`src/rtl/mem_stage.sv`:
```
// mem_stage: MEM pipeline stage with a single-outstanding bus master.
// Aligned loads/stores run IDLE -> WAIT -> DONE. A flush during WAIT
// cannot abort the bus transfer, so the stage waits it out in DRAIN.

package mem_stage_pkg;
   localparam logic [7:0] EXE_LB_OP  = 8'b1110_0000;
   localparam logic [7:0] EXE_LH_OP  = 8'b1110_0001;
   localparam logic [7:0] EXE_LW_OP  = 8'b1110_0011;
   localparam logic [7:0] EXE_LBU_OP = 8'b1110_0100;
   localparam logic [7:0] EXE_LHU_OP = 8'b1110_0101;
   localparam logic [7:0] EXE_SB_OP  = 8'b1110_1000;
   localparam logic [7:0] EXE_SH_OP  = 8'b1110_1001;
   localparam logic [7:0] EXE_SW_OP  = 8'b1110_1011;
endpackage

module mem_stage
   import mem_stage_pkg::*;
(
   input  logic        clk,
   input  logic        rst,
   input  logic [4:0]  ex_wd,
   input  logic        ex_wreg,
   input  logic [31:0] ex_wdata,
   input  logic [7:0]  ex_aluop,
   input  logic [31:0] ex_mem_addr,
   input  logic [31:0] ex_reg2,
   input  logic [5:0]  stall,
   input  logic        flush,
   input  logic [31:0] bus_rdata,
   input  logic        bus_ack,
   output logic        bus_req,
   output logic        bus_we,
   output logic [31:0] bus_addr,
   output logic [3:0]  bus_sel,
   output logic [31:0] bus_wdata,
   output logic        stallreq,
   output logic [4:0]  mem_wd,
   output logic        mem_wreg,
   output logic [31:0] mem_wdata,
   output logic        adel,
   output logic        ades
);

   typedef enum logic [1:0] {IDLE, WAIT, DONE, DRAIN} state_t;

   state_t      state_q, state_d;
   logic        bus_req_q, bus_req_d;
   logic        bus_we_q, bus_we_d;
   logic [31:0] bus_addr_q, bus_addr_d;
   logic [3:0]  bus_sel_q, bus_sel_d;
   logic [31:0] bus_wdata_q, bus_wdata_d;
   logic [31:0] rdata_q, rdata_d;

   logic        is_load, is_store, is_mem, is_byte, is_half, is_word, is_signed;
   logic        misaligned, issue_ok;
   logic [3:0]  req_sel;
   logic [31:0] req_wdata;
   logic [31:0] load_data;
   logic [7:0]  rd_byte;
   logic [15:0] rd_half;

   // Only stall[4] (MEM held) matters to this stage.
   logic unused_stall;
   assign unused_stall = ^{stall[5], stall[3:0]};

   // Decode the operation into access kind, size and signedness.
   // NOTE: every signal written in an always_comb gets a default first so
   // no path leaves it unassigned, which would infer a latch.
   always_comb begin
      is_load   = 1'b0;
      is_store  = 1'b0;
      is_byte   = 1'b0;
      is_half   = 1'b0;
      is_word   = 1'b0;
      is_signed = 1'b0;
      case (ex_aluop)
         EXE_LB_OP:  begin is_load  = 1'b1; is_byte = 1'b1; is_signed = 1'b1; end
         EXE_LBU_OP: begin is_load  = 1'b1; is_byte = 1'b1; end
         EXE_LH_OP:  begin is_load  = 1'b1; is_half = 1'b1; is_signed = 1'b1; end
         EXE_LHU_OP: begin is_load  = 1'b1; is_half = 1'b1; end
         EXE_LW_OP:  begin is_load  = 1'b1; is_word = 1'b1; end
         EXE_SB_OP:  begin is_store = 1'b1; is_byte = 1'b1; end
         EXE_SH_OP:  begin is_store = 1'b1; is_half = 1'b1; end
         EXE_SW_OP:  begin is_store = 1'b1; is_word = 1'b1; end
         default:    ;
      endcase
   end

   assign is_mem     = is_load | is_store;
   assign misaligned = (is_half & ex_mem_addr[0]) | (is_word & (|ex_mem_addr[1:0]));
   assign issue_ok   = is_mem & ~misaligned;
   assign adel       = is_load & misaligned;
   assign ades       = is_store & misaligned;

   // Big-endian byte lanes and lane-replicated store data for a new request.
   always_comb begin
      req_sel   = 4'b1111;
      req_wdata = ex_reg2;
      if (is_byte) begin
         req_sel   = 4'b1000 >> ex_mem_addr[1:0];
         req_wdata = {4{ex_reg2[7:0]}};
      end else if (is_half) begin
         req_sel   = ex_mem_addr[1] ? 4'b0011 : 4'b1100;
         req_wdata = {2{ex_reg2[15:0]}};
      end
   end

   // Extract and extend the addressed lane from the captured read word.
   always_comb begin
      case (ex_mem_addr[1:0])
         2'd0:    rd_byte = rdata_q[31:24];
         2'd1:    rd_byte = rdata_q[23:16];
         2'd2:    rd_byte = rdata_q[15:8];
         default: rd_byte = rdata_q[7:0];
      endcase
      rd_half = ex_mem_addr[1] ? rdata_q[15:0] : rdata_q[31:16];
      if (is_byte)
         load_data = {{24{is_signed & rd_byte[7]}}, rd_byte};
      else if (is_half)
         load_data = {{16{is_signed & rd_half[15]}}, rd_half};
      else
         load_data = rdata_q;
   end

   // Next-state, bus register updates and combinational stage results.
   always_comb begin
      state_d     = state_q;
      bus_req_d   = bus_req_q;
      bus_we_d    = bus_we_q;
      bus_addr_d  = bus_addr_q;
      bus_sel_d   = bus_sel_q;
      bus_wdata_d = bus_wdata_q;
      rdata_d     = rdata_q;
      mem_wd      = ex_wd;
      mem_wreg    = ex_wreg;
      mem_wdata   = ex_wdata;
      stallreq    = 1'b0;

      case (state_q)
         IDLE: begin
            if (is_mem || flush)
               mem_wreg = 1'b0;
            if (!flush && issue_ok) begin
               stallreq    = 1'b1;
               state_d     = WAIT;
               bus_req_d   = 1'b1;
               bus_we_d    = is_store;
               bus_addr_d  = {ex_mem_addr[31:2], 2'b00};
               bus_sel_d   = req_sel;
               bus_wdata_d = req_wdata;
            end
         end

         WAIT: begin
            mem_wreg = 1'b0;
            if (bus_ack) begin
               bus_req_d = 1'b0;
               bus_we_d  = 1'b0;
               rdata_d   = bus_rdata;
               stallreq  = ~flush;
               state_d   = flush ? IDLE : DONE;
            end else if (flush) begin
               // The slave still owes an ack; wait it out rather than abort.
               state_d = DRAIN;
            end else begin
               stallreq = 1'b1;
            end
         end

         DONE: begin
            if (is_load)
               mem_wdata = load_data;
            if (is_store || flush)
               mem_wreg = 1'b0;
            if (flush || !stall[4])
               state_d = IDLE;
         end

         DRAIN: begin
            if (is_mem || flush)
               mem_wreg = 1'b0;
            stallreq = issue_ok & ~flush;
            if (bus_ack) begin
               bus_req_d = 1'b0;
               bus_we_d  = 1'b0;
               state_d   = IDLE;
            end
         end

         default: state_d = IDLE;
      endcase
   end

   // State and bus registers; reset abandons any transfer in flight.
   // NOTE: sequential state uses non-blocking assignments so every flop
   // samples the pre-edge values regardless of statement order.
   always_ff @(posedge clk or negedge rst) begin
      if (!rst) begin
         state_q     <= IDLE;
         bus_req_q   <= 1'b0;
         bus_we_q    <= 1'b0;
         bus_addr_q  <= '0;
         bus_sel_q   <= '0;
         bus_wdata_q <= '0;
         rdata_q     <= '0;
      end else begin
         state_q     <= state_d;
         bus_req_q   <= bus_req_d;
         bus_we_q    <= bus_we_d;
         bus_addr_q  <= bus_addr_d;
         bus_sel_q   <= bus_sel_d;
         bus_wdata_q <= bus_wdata_d;
         rdata_q     <= rdata_d;
      end
   end

   assign bus_req   = bus_req_q;
   assign bus_we    = bus_we_q;
   assign bus_addr  = bus_addr_q;
   assign bus_sel   = bus_sel_q;
   assign bus_wdata = bus_wdata_q;

endmodule
```
`config.mk`:
```
export PLATFORM = sky130hd
export DESIGN_NAME = mem_stage
export DESIGN_NICKNAME = d
export VERILOG_FILES = /design/src/rtl/mem_stage.sv
export SDC_FILE = /design/constraint.sdc
export NUM_CORES = 1
export LEC_CHECK = 0
export CORE_UTILIZATION = 42
export DETAILED_ROUTE_END_ITERATION = 10
export PLACE_DENSITY = 0.91
export SYNTH_ARGS = -nofsm -noshare
export SYNTH_HDL_FRONTEND = slang
export SYNTH_SLANG_ARGS = --single-unit
```
`constraint.sdc`:
```
create_clock -name clk -period 3.38 [get_ports clk]
set_input_delay 0.676 -clock clk [delete_from_list [all_inputs] [get_ports clk]]
set_output_delay 0.676 -clock clk [all_outputs]
set_load 0.005 [all_outputs]
```
-- After elaboration in Yosys (flattened, before gate mapping)
Cells that the tools add are included.
- word-level logic and storage cells: 96
- register bits: 102
- bits of input ports: 152
- output and inout bits: 111
- equality and inequality tests: 18
- multiplexer cells: 36
- bitwise gates (word level): 12
- shift-type cells: 1
- reductions and logical operators: 22
- operators by type and width (kind ; number):
    $mux 32 ; 6
    $eq 8x8->1 const B ; 8
    $pmux 8 s3 ; 1
    $mux 16 ; 1
    $mux 1 ; 14
    $mux 2 ; 6
    $mux 4 ; 3
    $reduce_or 2->1 ; 5
    $reduce_or 3->1 ; 3
    $and 1x1->1 ; 8
    $pmux 2 s4 ; 1
    $eq 2x2->1 const B ; 3
    $ne 2x2->1 const B ; 3
    $pmux 1 s3 ; 2
    $reduce_or 5->1 ; 1
    $eq 2x1->1 const B ; 2
    $logic_not 2->1 ; 2
    $pmux 1 s2 ; 2
    $reduce_and 2->1 ; 2
    $reduce_and 4->1 ; 1
    $shr 4x2->4 const A ; 1
    $logic_or 1x1->1 ; 3
    $ne 3x3->1 const B ; 1
    $reduce_and 3->1 ; 1
    6 further kinds ; 9

-- Longest topological paths before layout
- depth in word-level cells: 10
- gate-level depth with buffers: 8
- mapped depth without buffers: 6

-- Least setup slack after synthesis
No wires, ideal clock.
- path kind: input-to-output
- start: input ex_mem_addr[1]
- end: output mem_wdata[21]
- cell stages on the path: 8
- buffers on the path: 3
- data required time: 2.704 ns
- slack: 0.442 ns
- arrival time: 2.262 ns
- cells stage by stage: buf_2 -> mux4_2 -> nand2_1 -> and3_1 -> buf_2 -> o31a_1 -> buf_2 -> a21oi_1
- cells in the longest elaborated chain, start to end: 6
- elaborated cells on any way between the ends: 11
- those cells by class: eq/ne: 2; mux: 6; bitwise: 2; reduce/logical: 1
- RTL lines (what ; line ; source):
    from (decl) ; 25 ; input logic [31:0] ex_mem_addr,
    $eq 2x2->1, or another cell as far along ; 110 ; case (ex_mem_addr[1:0])
    $pmux 8 s3 / $and 1x1->1 (equally long branches) ; 110, 120 ;
    $and 1x1->1 / $mux 32 (equally long branches) ; 118, 119 ;
    $mux 32 (*) ; 117 ; if (is_byte)
    $mux 32 (*) ; 171 ; if (is_load)
    $mux 32 (*) ; 139 ; case (state_q)
    to (decl) ; 39 ; output logic [31:0] mem_wdata,
Every way passes the cells marked *; elsewhere a longest branch is shown, timed or not.

-- Worst setup path in the final report
- start: input ex_aluop[2]
- end: output mem_wdata[15]
- cells in the longest elaborated chain, start to end: 7
- elaborated cells on any way between the ends: 20
- those cells by class: eq/ne: 7; mux: 8; bitwise: 1; reduce/logical: 4
- RTL lines (what ; line ; source):
    from (decl) ; 24 ; input logic [7:0] ex_aluop,
    $eq 8x8->1 ; 76 ; case (ex_aluop)
    $reduce_or 3->1 (no source line) / $reduce_or 2->1 (equally long branches) ; - ;
    $mux 1 ; 76 ;
    $mux 32 / $and 1x1->1 (equally long branches) ; 119, 118 ;
    $mux 32 ; 117 ;
    $mux 32 (*) ; 171 ;
    $mux 32 (*) ; 139 ;
Marked as above.

==> metrics <==
#FFs+latches synth=102; Worst Reg2Reg Path Length in Cells=5; vias per inst=5.229; area of the mapped netlist=0.005535 mm^2; CTS Buffer Depth=2; FF-to-FF End=bus_addr[18]$_DFFE_PN0P_; setup violators final=0; CTS Buf Count=9; post-synthesis mux area share=25.68%; VDD IR max=0.2742 mV; pins over their slew limit=0; DP Area=0.008319 mm^2; wire length per cell=18.20 um; Diodes inserted=0; Max-slew headroom=a little over half; clk root buf=clkbuf_16; clk sinks=102; remaining antenna violation count after routing=0; Routed WL=approximately 17000 um; Fin Clk Skew=6.574 ps; Nets=923; PD cells=531.2 mW/mm^2; drt drc=0; Power Total=roughly 4.6 mW; most common flop cell mapped by yosys=dfrtp_1; fill count=953; crit end category=output pin; Hold Crit Class=primary input to asynchronous set/reset pin; count of cell types in the netlist=43; initial antenna violation count=0; DR vias=around 5000; I/O pins=263; core area=0.01272 mm^2; num rows=41; Synth Area in Adders=less than 1%; warnings from Yosys=0; Synth Area in Simple Gates=11.80%; die footprint=0.01364 mm^2; WP data arrival=2630 ps; Hold Vio Cnt, Final=0; CP Data Required Time=2700 ps; FF-to-FF Start=state_q[0]$_DFFE_PN0P_; clock slew at reported path FFs=70 ps; post-layout minimum cycle time=between 3000 and 4000 ps; Worst-Skew Late Latency=340 ps; GPL Wtd Cong=0.8799; Layout area overhead=56.85%; crit-path max FO=10; cell area after layout=0.008682 mm^2; Compound-Gate Fraction of Synth Area=10.87%; IO Port Bufs=245; fin cells=944; HPWL Detailed=approximately 13000 um; number of global-route vias before repair=around 5200; syn avg cell area=10.71 um^2; Worst-Margin Slew=718.9 ps; Initial Utilization=43.51%; number of placed cells counting well taps=924; crit share post-route=97.91%; EDFF count, synth=0; CP startpoint=ex_aluop[2]; Post-Syn Instances=slightly above 500; fin util=68.24%; global route total overflow=0; DRT Pass-1 Iters=4; largest family of logic cells by synthesized area=multiplexers; chip width=116.8 um; CTS H-tree lvls=3; post-synthesis xor/xnor area fraction=0%; multi-input logic area=0.002775 mm^2; register area=0.002552 mm^2; status=complete, no violations; Reg2Reg Setup Slack=1530 ps; Seq/Total Area, Yosys=a little under half; Setup crit start kind=primary input; layout cells sized above 1=18.78%; Max Freq=302.2 MHz; Async S/R FF share, synth=100.0%; All-Layer GR Usage=25.48%; Chip Height=between 100 and 150 um; first-pass GRT wire length=26190 um; Crit Path Category=primary input to output pin; number of DRC markers in iteration 0=380; static leakage=3.937 nW; CTS tree=done; max-cap violations=0; largest net degree at the start of global routing=57
## critical path: stages
cell	delay, ps
dlygate4sd2_1	270
nand2b_1	200
a211oi_4	280
and2_4	220
bufbuf_16	280
nor2_1	50
a21oi_1	130
clkdlybuf4s50_1	520
## flip-flops by register name (all words and copies together) (netlist names)
register	count
bus_we	1
state_q	2
bus_wdata	32
bus_sel	4
bus_addr	30
bus_req	1
rdata_q	32
## cell type report
type | count | share of cell area, %
clock buffer | 12 | 2.839
clock inverter | 4 | 0.3459
inverter | 5 | 0.2162
multi-input combinational | 368 | 31.96
sequential | 102 | 29.40
tap | 172 | 2.479
timing repair buffer | 281 | 32.76
## power by group
| group | switching [mW] | leakage (nW) | internal (mW) |
|---|---|---|---|
| combinational | 0.597 | 2.48 | 1.07 |
| clock | 0.462 | 0.133 | 0.524 |
| sequential | 0.351 | 1.33 | 1.61 |
| total | 1.41 | 3.94 | 3.20 |
## layer usage
metal	vias to the layer above	wire length (um)	GRT usage [%]
li1	2310	-	-
met5	-	0	0
met2	212	8505	43.59
met4	0	385	11.65
met1	2382	6907	30.66
met3	32	1382	5.819
## kinds of logic (layout without fill, tap and decap cells)
group	after synthesis	in the layout
flip-flops	102	102
AO/OA/AOI/OAI	103	103
AND/OR/NAND/NOR	145	145
adder cells (fa/ha/maj)	4	4
other	1	2
multiplexers	114	114
buffers and inverters	48	302
## what timing repair did
action,4_1_cts,5_1_grt
pin swaps,4,2
setup endpoints to repair,35,16
setup buffers,2,0
gates resized for setup,24,9
hold buffers,0,0
cloned,2,0
## layout by cell type, fill, tap and decap left out, types with 2 or more instances in the layout
cell,Yosys,routed
a21boi_0,2,2
a21oi_1,30,29
a31oi_1,7,7
and2_1,6,5
buf_12,0,8
buf_4,7,26
clkbuf_1,18,2
clkbuf_16,0,9
clkbuf_2,0,2
clkdlybuf4s50_1,0,227
conb_1,1,2
dfrtp_1,102,102
dlygate4sd2_1,0,14
ha_1,4,4
inv_1,5,5
mux2_2,48,48
mux2_4,24,24
mux2i_1,34,34
mux4_2,8,8
nand2_1,77,76
nand2b_1,4,4
nand3_1,4,4
nor2_1,41,40
nor3b_1,3,2
o211ai_1,8,8
o21a_1,8,8
o21ai_0,40,39
## worst max path at each step
stage                     slack, ps            end
after floorplan                 440  mem_wdata[21]
final                            70  mem_wdata[15]
after global routing            -20  mem_wdata[22]
after CTS                         8  mem_wdata[16]
after global placement         -240  mem_wdata[16]
after detailed placement       -250  mem_wdata[20]
## synth_stat cells, types with 2 or more instances
cell	n	area share, %
dfrtp_1	102	46
nand2_1	77	5.2
mux2_2	48	9.8
nor2_1	41	2.8
o21ai_0	40	3.6
mux2i_1	34	6.1
a21oi_1	30	2.7
mux2_4	24	6.5
clkbuf_1	18	1.2
mux4_2	8	3.3
o211ai_1	8	1.1
o21a_1	8	1.1
a31oi_1	7	0.79
buf_2	7	0.63
buf_4	7	0.95
and2_1	6	0.68
buf_1	6	0.41
buf_6	5	1.0
inv_1	5	0.34
ha_1	4	0.90
nand2b_1	4	0.45
nand3_1	4	0.36
nor3b_1	3	0.41
a21boi_0	2	0.27
## stage by stage
step,hold slack [ps],setup TNS (ps),setup WS [ps]
final,381.5,0,70.69
after global routing,430.9,-24.44,-16.77
after CTS,399.6,0,7.626
after detailed placement,471.7,-6061,-253.3
after global placement,464.5,-5402,-240.6
after floorplan,380.4,0,441.6
(Power assumes the default switching activity.)
